**src/rtl/arbitro_roteamento_if.sv**
```systemverilog
// Requester/sink bundle for the roteamento 4:1 arbiter: request and data lines in,
// grant, select and the routed word with its valid/ready handshake out.
interface arbitro_roteamento_if #(
   parameter int unsigned N_BITS = 4
);
   logic [3:0]        req;
   logic [N_BITS-1:0] A;
   logic [N_BITS-1:0] B;
   logic [N_BITS-1:0] C;
   logic [N_BITS-1:0] D;
   logic              ready;
   logic [3:0]        gnt;
   logic [1:0]        SEL;
   logic              valid;
   logic [N_BITS-1:0] Saida;

   modport master (
      output req, A, B, C, D, ready,
      input  gnt, SEL, valid, Saida
   );

   modport slave (
      input  req, A, B, C, D, ready,
      output gnt, SEL, valid, Saida
   );
endinterface

```
**src/rtl/arbitro_roteamento.sv**
```systemverilog
// Round-robin arbiter and 4:1 router with bounded grants and an IDLE gap after every grant.
// Macro ARB_BURST_LIMIT_EN enables the MAX_BURST per-grant beat limit; undefined, grants end only on withdrawal.
module arbitro_roteamento #(
   parameter int unsigned N_BITS    = 4,
   parameter int unsigned MAX_BURST = 4
) (
   input  logic                 clock,
   input  logic                 reset,
   arbitro_roteamento_if.slave  bus
);

   if (MAX_BURST < 1 || MAX_BURST > 15) begin : g_burst_range
      $error("MAX_BURST must be within 1..15");
   end

   typedef enum logic {
      IDLE  = 1'b0,
      GRANT = 1'b1
   } state_t;

   state_t      state_q;
   logic [1:0]  sel_q;
   logic [1:0]  last_q;
   logic [3:0]  gnt_q;

   logic [1:0]  win_d;
   logic        win_found_d;
   logic [1:0]  cand;
   logic        req_sel;
   logic        valid;
   logic [N_BITS-1:0] saida_d;

`ifdef ARB_BURST_LIMIT_EN
   localparam logic [3:0] LastBeat = 4'(MAX_BURST - 1);
   logic [3:0]  cnt_q;
   logic        xfer;
`endif

   // Scan starts one past the previous grantee; k = 4 wraps back onto last_q itself.
   always_comb begin : rr_scan
      win_d       = '0;
      win_found_d = 1'b0;
      cand        = '0;
      for (int unsigned k = 1; k <= 4; k++) begin
         cand = last_q + 2'(k);
         if (!win_found_d && bus.req[cand]) begin
            win_d       = cand;
            win_found_d = 1'b1;
         end
      end
   end

   assign req_sel = bus.req[sel_q];
   assign valid   = (state_q == GRANT) && req_sel;

`ifdef ARB_BURST_LIMIT_EN
   assign xfer = valid && bus.ready;
`endif

   always_comb begin : data_mux
      saida_d = '0;
      case (sel_q)
         2'd0:    saida_d = bus.A;
         2'd1:    saida_d = bus.B;
         2'd2:    saida_d = bus.C;
         default: saida_d = bus.D;
      endcase
   end

   always_ff @(posedge clock) begin : fsm
      if (reset) begin
         state_q <= IDLE;
         gnt_q   <= '0;
         sel_q   <= '0;
         last_q  <= '1;
`ifdef ARB_BURST_LIMIT_EN
         cnt_q   <= '0;
`endif
      end else begin
         case (state_q)
            IDLE: begin
               if (win_found_d) begin
                  state_q <= GRANT;
                  sel_q   <= win_d;
                  gnt_q   <= 4'b0001 << win_d;
`ifdef ARB_BURST_LIMIT_EN
                  cnt_q   <= '0;
`endif
               end
            end
            GRANT: begin
               if (!req_sel) begin
                  state_q <= IDLE;
                  gnt_q   <= '0;
                  last_q  <= sel_q;
`ifdef ARB_BURST_LIMIT_EN
                  cnt_q   <= '0;
               end else if (xfer) begin
                  if (cnt_q == LastBeat) begin
                     state_q <= IDLE;
                     gnt_q   <= '0;
                     last_q  <= sel_q;
                     cnt_q   <= '0;
                  end else begin
                     cnt_q   <= cnt_q + 4'd1;
                  end
`endif
               end
            end
            default: begin
               state_q <= IDLE;
               gnt_q   <= '0;
            end
         endcase
      end
   end

   assign bus.gnt   = gnt_q;
   assign bus.SEL   = sel_q;
   assign bus.valid = valid;
   assign bus.Saida = saida_d;

endmodule

```
**src/flat_wrapper.sv**
```systemverilog
// flat-port wrapper written by rule: the top's interface ports become plain ports
module arbitro_roteamento_flat 
#(
   parameter int unsigned N_BITS    = 4,
   parameter int unsigned MAX_BURST = 4
)
  (clock, reset, bus_req, bus_A, bus_B, bus_C, bus_D, bus_ready, bus_gnt, bus_SEL, bus_valid, bus_Saida);
  arbitro_roteamento_if #(.N_BITS(N_BITS)) bus_i ();
  input  logic clock;
  input  logic reset;
  input wire logic [$bits(bus_i.req)-1:0] bus_req;
  input wire logic [$bits(bus_i.A)-1:0] bus_A;
  input wire logic [$bits(bus_i.B)-1:0] bus_B;
  input wire logic [$bits(bus_i.C)-1:0] bus_C;
  input wire logic [$bits(bus_i.D)-1:0] bus_D;
  input wire logic [$bits(bus_i.ready)-1:0] bus_ready;
  output wire logic [$bits(bus_i.gnt)-1:0] bus_gnt;
  output wire logic [$bits(bus_i.SEL)-1:0] bus_SEL;
  output wire logic [$bits(bus_i.valid)-1:0] bus_valid;
  output wire logic [$bits(bus_i.Saida)-1:0] bus_Saida;
  assign bus_i.req = bus_req;
  assign bus_i.A = bus_A;
  assign bus_i.B = bus_B;
  assign bus_i.C = bus_C;
  assign bus_i.D = bus_D;
  assign bus_i.ready = bus_ready;
  assign bus_gnt = bus_i.gnt;
  assign bus_SEL = bus_i.SEL;
  assign bus_valid = bus_i.valid;
  assign bus_Saida = bus_i.Saida;
  arbitro_roteamento #(.N_BITS(N_BITS), .MAX_BURST(MAX_BURST)) u_core (.clock(clock), .reset(reset), .bus(bus_i));
endmodule
```
**config.mk**
```make
export PLATFORM = sky130hd
export DESIGN_NAME = arbitro_roteamento_flat
export DESIGN_NICKNAME = d
export VERILOG_FILES = /design/src/rtl/arbitro_roteamento_if.sv /design/src/rtl/arbitro_roteamento.sv /design/src/flat_wrapper.sv
export SDC_FILE = /design/constraint.sdc
export NUM_CORES = 1
export LEC_CHECK = 0
export BUFFER_PORTS_ARGS = -buffer_cell sky130_fd_sc_hd__buf_2
export CAP_MARGIN = 20
export CORE_MARGIN = 4
export CORE_UTILIZATION = 30
export CTS_BUF_LIST = sky130_fd_sc_hd__clkbuf_8
export CTS_CLUSTER_SIZE = 16
export DETAILED_ROUTE_END_ITERATION = 10
export GPL_TIMING_DRIVEN = 0
export PLACE_DENSITY = 0.72
export SETUP_SLACK_MARGIN = 0.05
export SLEW_MARGIN = 15
export SYNTH_ARGS = -nofsm -noshare
export SYNTH_HDL_FRONTEND = slang
export SYNTH_SLANG_ARGS = --single-unit
```
**constraint.sdc**
```tcl
create_clock -name clock -period 1.5 [get_ports clock]
set_input_delay 0.3 -clock clock [delete_from_list [all_inputs] [get_ports clock]]
set_output_delay 0.3 -clock clock [all_outputs]
set_load 0.01 [all_outputs]
```
Word level (Yosys, flattened, before mapping)
Index checks and enable logic that the tools add are counted.
Storage, ports and cells
  word-level logic and storage cells: 55
  output and inout port bits: 11
  input bits: 23
  register bits after elaboration: 9
Cells by class
  shift operators: 1
  order comparisons: 5
  eq/ne operators: 4
  reductions and logical operators: 11
  $add $sub $neg: 3
  multiplexer cells: 25
  bitwise logic cells: 2
Operator list (number)
  $lt A2 B3 Y1 const B: 5
  $pmux W4 S3: 1
  $mux W1: 11
  $bmux W1 S2: 5
  $mux W2: 4
  $mux W4: 2
  $pmux W4 S2: 1
  $reduce_and A2 Y1: 3
  $add A2 B2 Y2 const B: 2
  $logic_and A1 B1 Y1: 4
  $shl A1 B2 Y4 const A: 1
  $logic_not A1 Y1: 3
  $add A2 B1 Y2 const B: 1
  $eq A2 B1 Y1 const B: 1
  $eq A2 B2 Y1 const B: 1
  $logic_not A2 Y1: 1
  $ne A2 B1 Y1 const B: 1
  $ne A2 B2 Y1 const B: 1
  $not A1 Y1: 2
  $pmux W1 S2: 1

Longest topological paths before layout
Gate-level depths: netlist (run 1).
  depth after elaboration: 16
  mapped depth: 5
  gate-level depth less buffers: 4

Worst setup path after synthesis (run 1)
OpenSTA, ideal clock, no wires.
  path kind: reg-to-reg
  from: register u_core.sel_q[0], in the netlist u_core.bus.SEL[0]
  to: register u_core.gnt_q[0], in the netlist u_core.bus.gnt[0]
  required time: 1383 ps
  clock period less this slack: 1612 ps
  setup time: 117 ps
  path buffers: 1
  cell stages (with the launch flop): 6
  setup slack: -112 ps
  data arrival time: 1496 ps
  cells stage by stage: dfxtp_1 > buf_6 > mux4_2 > nor2b_4 > nor3_2 > a22o_1
On the way
  word-level cells in the longest chain between the ends: 4
RTL lines
  from (decl): RTL line arbitro_roteamento.sv:22  | logic [1:0] sel_q;
  from (signal assigned): RTL line arbitro_roteamento.sv:84  | sel_q <= win_d;
  $bmux W1 S2: RTL line arbitro_roteamento.sv:53  | assign req_sel = bus.req[sel_q];
  $mux W1 (not written as such): RTL line arbitro_roteamento.sv:53
  $ne A2 B2 Y1 (no line)
  $reduce_and A2 Y1 (no line)
  to (signal assigned): RTL line arbitro_roteamento.sv:85  | gnt_q <= 4'b0001 << win_d;
  to (decl): RTL line arbitro_roteamento.sv:24  | logic [3:0] gnt_q;
No other way between the ends. The select of a mux whose other input is x is not followed.
A chain may end at the register's enable or synchronous reset.

Worst setup path after layout (run 1)
  from: register u_core.sel_q[0], in the netlist u_core.bus.SEL[0]
  to: output port bus_valid
On the way
  word-level cells in the longest chain between the ends: 3
RTL lines
  $bmux W1 S2: RTL line arbitro_roteamento.sv:53
  $mux W1 (not written as such): RTL line arbitro_roteamento.sv:53
  $logic_and A1 B1 Y1: RTL line arbitro_roteamento.sv:54  | assign valid = (state_q == GRANT) && req_sel;
  to (decl): RTL line flat_wrapper.sv:19  | output wire logic [$bits(bus_i.valid)-1:0] bus_valid;
No other way between the ends. The select of a mux whose other input is x is not followed.

==> results by stage, run 1 <==
Place:
- The HPWL after detailed placement is around 1.3 mm.
- The post-place instance area is around 800 µm².
- The routability congestion estimate is roughly 0.69.
- The pre-CTS setup slack is -0.1734 ns.
- The number of I/O port buffers is 32.

Flow run:
- The max-capacitance violation count is 0.

Logic synthesis:
- Sorting the synthesized cells by how often they occur yields sky130_fd_sc_hd__dfxtp_1 (9), sky130_fd_sc_hd__nor2_1 (9), sky130_fd_sc_hd__a21oi_1 (6).
- The share of synthesized area in the top cell type comes to between 20% and 30%.
- The netlist area before placement is between 600 and 700 µm².
- The async set or reset register ratio after synthesis is 0%.
- The leading register cell type out of synthesis is sky130_fd_sc_hd__dfxtp_1.
- The dominant cell type by area after synthesis is sky130_fd_sc_hd__dfxtp_1.
- Ranked by total cell area, the synthesized netlist is headed by sky130_fd_sc_hd__dfxtp_1 (30%), sky130_fd_sc_hd__mux4_1 (17%), sky130_fd_sc_hd__nor2_1 (5.6%), sky130_fd_sc_hd__a21oi_1 (4.9%), sky130_fd_sc_hd__nand2b_1 (4.1%).
- The netlist uses 27 different library cells.
- Counting every instance in the synthesized netlist gives 62.
- Averaged over all synthesized cells, the footprint is slightly below 10 µm².
- Counting flops and latches in the post-synthesis netlist gives 9.
- Counting flops with a built-in enable in the synthesized netlist gives 0.
- The number of nets handed over by synthesis was 85.
- Of the synthesized area, sequential elements account for ~30%.
- The yosys synthesis warning count is 0.

Detailed routing:
- The wire length reported by the detailed router is between 1.5 and 2 mm.
- The number of design rule violations left after detail routing is 0.
- The wire length per cell is around 13 µm.
- The count of routing violations after the opening detailed-route iteration is 13.
- Detailed routing inserted a total of around 660 vias.
- The first detailed-routing pass took 4 iterations.
- Once detail routing completed, the nets flagged for antenna violations numbered 0.
- The post-detailed-route via-to-cell ratio is 5.015.

Power and ir drop:
- For this design the ratio of total power to cell area is between 900 and 1000 nW/µm².
- The sequential cell fraction of total power is a little under a third.
- The clock network fraction of total power is a little over 30%.
- IR analysis of the VDD net gives a maximum drop of roughly 0.00064 V.
- The switching part of the total power is approximately 30%.
- The internal portion of total power is around 0.00063 W.
- In this run the power spent charging and discharging nets is roughly 0.00026 W.
- In this run, the combinational gates consume 37.6% of the power.
- For this design the static power due to leakage is 0.4327 nW.

Timing:
- The max-slew headroom at the worst pin is 61.22%.
- The number of max-slew violations in the final report is 0.
- Derived from the worst setup path, the maximum achievable clock frequency is between 500 and 600 MHz.
- The setup violation total in the final timing report is 11.
- Once routing completed, OpenROAD measured the worst setup slack at -0.2518 ns.
- On the final layout, the worst clock skew is between 0.0015 and 0.002 ns.
- After routing, the total negative slack on setup checks comes to -1.817 ns.
- At the pin with the least slew margin, the transition time is just under 0.6 ns.
- The worst hold slack is approximately 0.41 ns.
- Setup repair after global routing could not meet its margin everywhere.
- For the finished layout, the period the worst path requires is ~1.8 ns.
- The hold violation total from the final report is 0.
- The share of the clock period used by the worst path after layout is 116.8%.

Worst setup path:
- The setup path with the least slack is of type flip-flop to output pin.
- The cell that appears most often on the critical path is sky130_fd_sc_hd__buf_6.
- Of all nets on the critical path, the largest fanout is 4.
- The type of destination of the critical path is an output pin.
- In this run the number of cells on the critical path is 4.
- The startpoint type of the worst setup path is a flip-flop.
- Traced cell by cell, the critical path runs through buf_6 -> mux4_2 -> and2_4 -> buf_6.
- The cell type of the slowest stage on the worst timing path is sky130_fd_sc_hd__mux4_2.
- Together, buffers and inverters on the worst path number 2.
- The arrival time of the worst setup path is between 1 and 1.5 ns.
- In this design, the stage delay of the slowest critical-path cell is ~0.51 ns.
- At the worst endpoint, the required time is between 1 and 1.5 ns.
- The path depth of the worst reg2reg path is 6.
- The category of cells accounting for the largest share of critical-path delay is multiplexers.

Min path:
- The min-delay analysis places its worst path in the category input pin to flip-flop.
- The worst hold path was traced through 3 stages.

Finish:
- In the final layout, the share of cells above drive strength 1 is 52.88%.
- In the final layout, flip-flops and latches occupy roughly 180 µm².
- The number of nets in the layout is between 100 and 150.
- The final non-filler cell area is about 930 µm².
- The final cell utilization of the core is approximately 48%.
- The number of antenna repair diodes is 0.
- The relative area change from synthesis to final layout is 53.29%.
- The area of the multi-input gates is 399.1 µm².
- The number of fill cells is 204.

GRT:
- Summed over all layers, the global routing overflow is 0.
- The first global-routing pass estimated roughly 2.7 mm of wire.
- The maximum number of pins on one net before global-route repair is 11.
- The global router's overall resource usage is between 10% and 20%.
- The via count of the first global-routing pass is 670.
- The initial antenna violation count was 0.

CTS:
- The clock reaches the later pin of the worst-skew pair after about 0.23 ns.
- The number of clock sinks is 9.
- The maximum level of the CTS H-tree is 1.
- Clock tree synthesis selected as its root buffer the cell sky130_fd_sc_hd__clkbuf_8.
- The maximum count of clock buffers along a single path is 2.
- The clock tree from TritonCTS is done.
- The clock buffer count from CTS is 3.
- Buffers inserted to repair hold after CTS numbered 0.
- After clock tree synthesis, the clock-pin slew on the worst setup and hold paths is 0.05 ns.

Die:
- 34 I/O pins were placed.
- The area inside the core boundary is 1942 µm².
- The floorplan has 16 rows.
- The initial core utilization is a little under a third.
- In this run the horizontal extent of the chip is roughly 53 µm.
- In this run the vertical extent of the chip is roughly 53 µm.
- The die covers roughly 2800 µm².

Run status:
- The final reports fail on negative setup slack.
- The run finished, with violations left.
-- logic make-up after synthesis --
family / Yosys count / synth area share (%)
AOI/OAI and AO/OA: 16 / 18.31
buffers and inverters: 5 / 4.526
DFF: 9 / 29.63
muxes: 7 / 24.28
and+or+nand+nor: 25 / 23.25
-- power by group through the flow --
stage          Sequential, W  Combinational (W)  Clock, W
2_1_floorplan       0.000289           0.000160         0
3_3_place_gp        0.000282           0.000251         0
3_5_place_dp        0.000284           0.000257         0
4_1_cts             0.000280           0.000308  0.000280
5_1_grt             0.000283           0.000362  0.000300
6_report            0.000280           0.000335  0.000277
-- final timing paths --
path / slack (ns) / endpoint / start
worst min register to register: 0.47 / u_core.bus.gnt[2] / u_core.bus.gnt[2]
worst max register to register: -0.15 / u_core.bus.gnt[0] / u_core.bus.SEL[0]
worst max-delay path: -0.25 / bus_valid / u_core.bus.SEL[0]
worst min-delay path: 0.41 / u_core.bus.gnt[1] / reset
-- through the flow --
stage	instances	total power, W
6_report	131	0.0008921
5_1_grt	131	0.0009452
3_5_place_dp	121	0.0005406
4_1_cts	131	0.0008671
3_3_place_gp	121	0.0005334
2_1_floorplan	62	0.0004495
-- routing by layer --
metal,up-vias,share of wire (%),global-route usage (%),routed length [µm]
met5,-,0,0,0
met4,0,0.74,5.532,13
met3,2,12,4.789,211
met2,36,47,23.97,832
met1,303,40,12.86,698
li1,316,-,-,-
-- registers in the layout (all words and copies together) (netlist names) --
register        flops
u_core.state_q      1
u_core.last_q       2
u_core.bus.SEL      2
u_core.bus.gnt      4
-- worst reg2reg max path, cell delays in order (launching register included) --
cell and delay [ns]:
sky130_fd_sc_hd__dfxtp_2 0.33, sky130_fd_sc_hd__buf_6 0.11, sky130_fd_sc_hd__mux4_2 0.51, sky130_fd_sc_hd__buf_4 0.16, sky130_fd_sc_hd__nor2b_4 0.15, sky130_fd_sc_hd__nor3_4 0.06
sky130_fd_sc_hd__a22o_1 0.23
-- layout make-up --
cell class	instances	area share [%]
repair buffers	38	26.17
inverters	1	0.4027
multi-input cells	48	42.82
well taps	27	3.624
flip-flops and latches	9	19.46
clock inverters	1	0.4027
clock buffers	3	4.430
plain buffers	4	2.685
-- repair_timing --
| item | CTS | global route |
|---|---|---|
| gates resized for setup | 10 | 5 |
| buffers inserted | 6 | 0 |
| pin swaps | 3 | 1 |
| cloned | 0 | 0 |
| endpoints found under the setup margin | 11 | 12 |
-- cells in the final DEF, fill, tap and decap left out, types with 2 or more instances in the layout --
cell and n:
sky130_fd_sc_hd__inv_1 2, sky130_fd_sc_hd__dfxtp_1 8, sky130_fd_sc_hd__buf_6 8, sky130_fd_sc_hd__mux4_2 5, sky130_fd_sc_hd__nor3_1 3, sky130_fd_sc_hd__nand2b_1 4
sky130_fd_sc_hd__clkbuf_8 3, sky130_fd_sc_hd__buf_2 28, sky130_fd_sc_hd__nand2_1 2, sky130_fd_sc_hd__buf_4 4, sky130_fd_sc_hd__a21o_1 2, sky130_fd_sc_hd__nand3b_1 2
sky130_fd_sc_hd__nor2_1 9, sky130_fd_sc_hd__mux2i_1 2, sky130_fd_sc_hd__a21oi_1 6
Note: power is estimated with default switching activity, not from simulation.
==> run 2, diff against run 1 <==
Settings changed: CORE_ASPECT_RATIO set to 0.7.
==> run 2 against run 1 <==
  * The flow still finishes with violations (negative setup slack)
  * Largest cell class unchanged
  * Flip-flop and latch count unchanged
  * Worst hold slack got worse by 0.0035 ns
  * Sequential power barely moved
  * Sequential share of layout area decreased by 0.28 points
  * Highest routed layer unchanged
  * Global-route usage is essentially flat
  * Largest power group unchanged
==> results by stage, run 2 (synthesis results as in run 1) <==
Worst setup path:
- The setup path with the least slack is of type flip-flop to output pin.
- The arrival time of the worst setup path is 1.44 ns (about the same).
- The cell that appears most often on the critical path is sky130_fd_sc_hd__buf_6.
- The reg-to-reg startpoint is u_core.bus.SEL[0].
- The total buffers and inverters traversed by the critical path was 2 (unchanged).
- The startpoint type of the worst setup path is a flip-flop.
- The highest cell delay on the worst timing path is 0.50 ns (about the same).
- The signal on the critical path passes through buf_6 -> mux4_2 -> and2_4 -> buf_6.
- The category of cells accounting for the largest share of critical-path delay is multiplexers.
- The data required time of the critical path is 1.20 ns (about the same).
- The maximum fanout encountered on the critical timing path is 4 (unchanged).
- The cell type of the slowest stage on the worst timing path is sky130_fd_sc_hd__mux4_2.
- STA classifies the critical path endpoint as an output pin.
- The critical path starts at u_core.bus.SEL[0].

GRT:
- The met1 usage in global routing is 14.29% (+1.4 points).
- The initial antenna violation count came to 0 (unchanged).
- The met3 capacity usage during global routing was 6.232% (+1.4 points).
- The remaining global-route overflow came to 0 (unchanged).
- The wire length of the first global-routing pass is 2.622 mm (-2.1%).
- The via count of the first global-routing pass is 615 (-8.2%).
- The maximum number of pins on one net before global-route repair was 11 (unchanged).
- After global routing, the most crowded layer is met2.
- The global router's overall resource usage is 13.02% (about the same).
- The met2 capacity usage during global routing came to 22.34% (-1.6 points).

Die:
- The cell row count is 13 (-3).
- The initial core utilization is 32.23% (+0.91 points).
- The floorplan die height is 45.67 µm (-14%).
- The horizontal die dimension is 61.81 µm (+17%).
- The area of the die is 2823 µm² (+0.42%).
- The area inside the core boundary came to 1887 µm² (-2.8%).
- The number of placed I/O pins is 34 (unchanged).

Power and ir drop:
- The maximum vdd drop came to 0.0005369 V (-16%).
- The total power per unit cell area came to 945.4 nW/µm² (-1.2%).
- The leakage power total is 0.4415 nW (+2.0%).

Detailed routing:
- The wire length per cell is 13.14 µm (-1.9%).
- The number of nets with antenna violations after routing is 0 (unchanged).
- The count of routing violations after the opening detailed-route iteration is 28 (+15).
- The post-detailed-route via-to-cell ratio is 5.197 (+3.6%).
- The wire length reported by the detailed router came to 1.669 mm (-4.9%).
- The first-pass detailed-route iteration total is 4 (unchanged).
- The number of design rule violations left after detail routing was 0 (unchanged).
- The total vias in the final route came to 660 (+0.46%).

Timing:
- Setup repair after global routing could not meet its margin everywhere.
- The slew of the pin with the lowest slew margin is 0.6185 ns (+0.03680 ns).
- The upper clock frequency limit is 576.4 MHz (+0.97%).
- The worst clock skew on the final layout was 0.001730 ns (+0.00007475 ns).
- The max-slew headroom at the worst pin was 58.76% (-2.5 points).
- The setup violation total in the final timing report is 11 (unchanged).
- The total negative slack for setup checks is -1.780 ns (+0.03719 ns).
- The post-layout worst setup margin is -0.2350 ns (+0.01678 ns).
- The number of max-slew violations in the final report is 0 (unchanged).
- The post-route minimum period came to 1.735 ns (-0.01678 ns).
- The hold violation total from the final report is 0 (unchanged).
- The share of the clock period used by the worst path after layout is 115.7% (-1.1 points).

Min path:
- The worst hold path belongs to the class input pin to flip-flop.
- In this run the most critical hold path is launched from reset.

Finish:
- The number of nets in the layout is 129 (+0.78%).
- The library cell used most frequently in the layout, excluding fill and tap cells, is sky130_fd_sc_hd__buf_2.
- The flip-flop count of the largest register, all copies and words added is 4 (unchanged).
- The number of fill cells was 187 (-8.3%).
- The relative area change from synthesis to final layout is 55.56%.
- The share of post-route cells with drive strength above 1 is 55.24% (+2.4 points).
- The number of antenna repair diodes is 0 (unchanged).
- In the layout the commonest cells are sky130_fd_sc_hd__buf_2 (28), sky130_fd_sc_hd__nor2_1 (9), sky130_fd_sc_hd__buf_6 (8), sky130_fd_sc_hd__dfxtp_1 (8), sky130_fd_sc_hd__a21oi_1 (6).

CTS:
- The maximum level of the CTS H-tree came to 1 (unchanged).
- The number of clock sinks was 9 (unchanged).
- TritonCTS built the clock tree.
- The clock buffer count from CTS came to 3 (unchanged).
- The later-pin clock latency in the skew report came to 0.23 ns (about the same).
- The maximum count of clock buffers along a single path is 2 (unchanged).
- The number of buffers inserted by hold repair at cts is 0 (unchanged).
- The tree is rooted in a sky130_fd_sc_hd__clkbuf_8.
- The post-CTS clock slew at the launch and capture registers of the worst setup and hold paths came to 0.04 ns (about the same).

Place:
- The routability congestion estimate is 0.7661 (+11%).
- The number of I/O port buffers is 32 (unchanged).
- The total half-perimeter wirelength after legalization and detailed placement is 1.221 mm (-4.3%).
- The pre-CTS setup slack is -0.1674 ns (+0.005926 ns).

Flow run:
- The max-capacitance violation count is 0 (unchanged).

Run status:
- The flow ran to the end, but the final reports show violations.
- The final reports fail on negative setup slack.
[run 2: layout make-up]
class	count	area [µm²]	share of cell area, %
multi-input combinational	48	411.6	43.52
timing repair buffer	39	251.5	26.59
sequential	9	181.4	19.18
clock buffer	3	41.29	4.365
tap	22	27.53	2.910
buffer	4	25.02	2.646
clock inverter	1	3.754	0.3968
inverter	1	3.754	0.3968
[run 2: timing repair]
item,CTS,global route
gates cloned,0,0
setup endpoints to repair,11,12
buffers inserted,4,3
gates resized for setup,9,8
pin swaps,1,2
[run 2: layer usage]
metal	routed length [µm]	share of wire, %
met1	661	40
met2	721	43
met3	272	16
met4	13	0.78
met5	0	0
[run 2: path summary, 6_finish.rpt]
kind	endpoint	depth (start not counted)	slack (ns)
max	bus_valid	4	-0.24
min	u_core.bus.gnt[1]	3	0.40
max reg2reg	u_core.bus.gnt[0]	6	-0.17
min reg2reg	u_core.bus.gnt[1]	1	0.47
[run 2: worst register-to-register path, stage by stage (launching register included)]
cell and delay (ns):
sky130_fd_sc_hd__dfxtp_2 0.32, sky130_fd_sc_hd__buf_6 0.11, sky130_fd_sc_hd__mux4_2 0.50, sky130_fd_sc_hd__buf_4 0.16, sky130_fd_sc_hd__nor2b_4 0.17, sky130_fd_sc_hd__nor3_4 0.07
sky130_fd_sc_hd__a22o_1 0.23
[run 2: per-stage QoR]
stage	total power [W]	hold slack, ns	instance area [µm²]	utilization [%]	std cells
after global routing	0.0009529	0.4219	945.9	50.13	127
after floorplan	0.0004495	0.4757	609.3	-	62
after CTS	0.0008582	0.3744	873.3	46.29	124
after global placement	0.0005340	0.4447	797.0	42.24	116
final	0.0008943	0.4040	945.9	50.13	127
after detailed placement	0.0005392	0.4479	797.0	42.24	116
[run 2: power by group]
| group | switching, W | internal (W) |
|---|---|---|
| registers | 0.0000160 | 0.000265 |
| logic | 0.000149 | 0.000190 |
| clock network | 0.0000962 | 0.000178 |
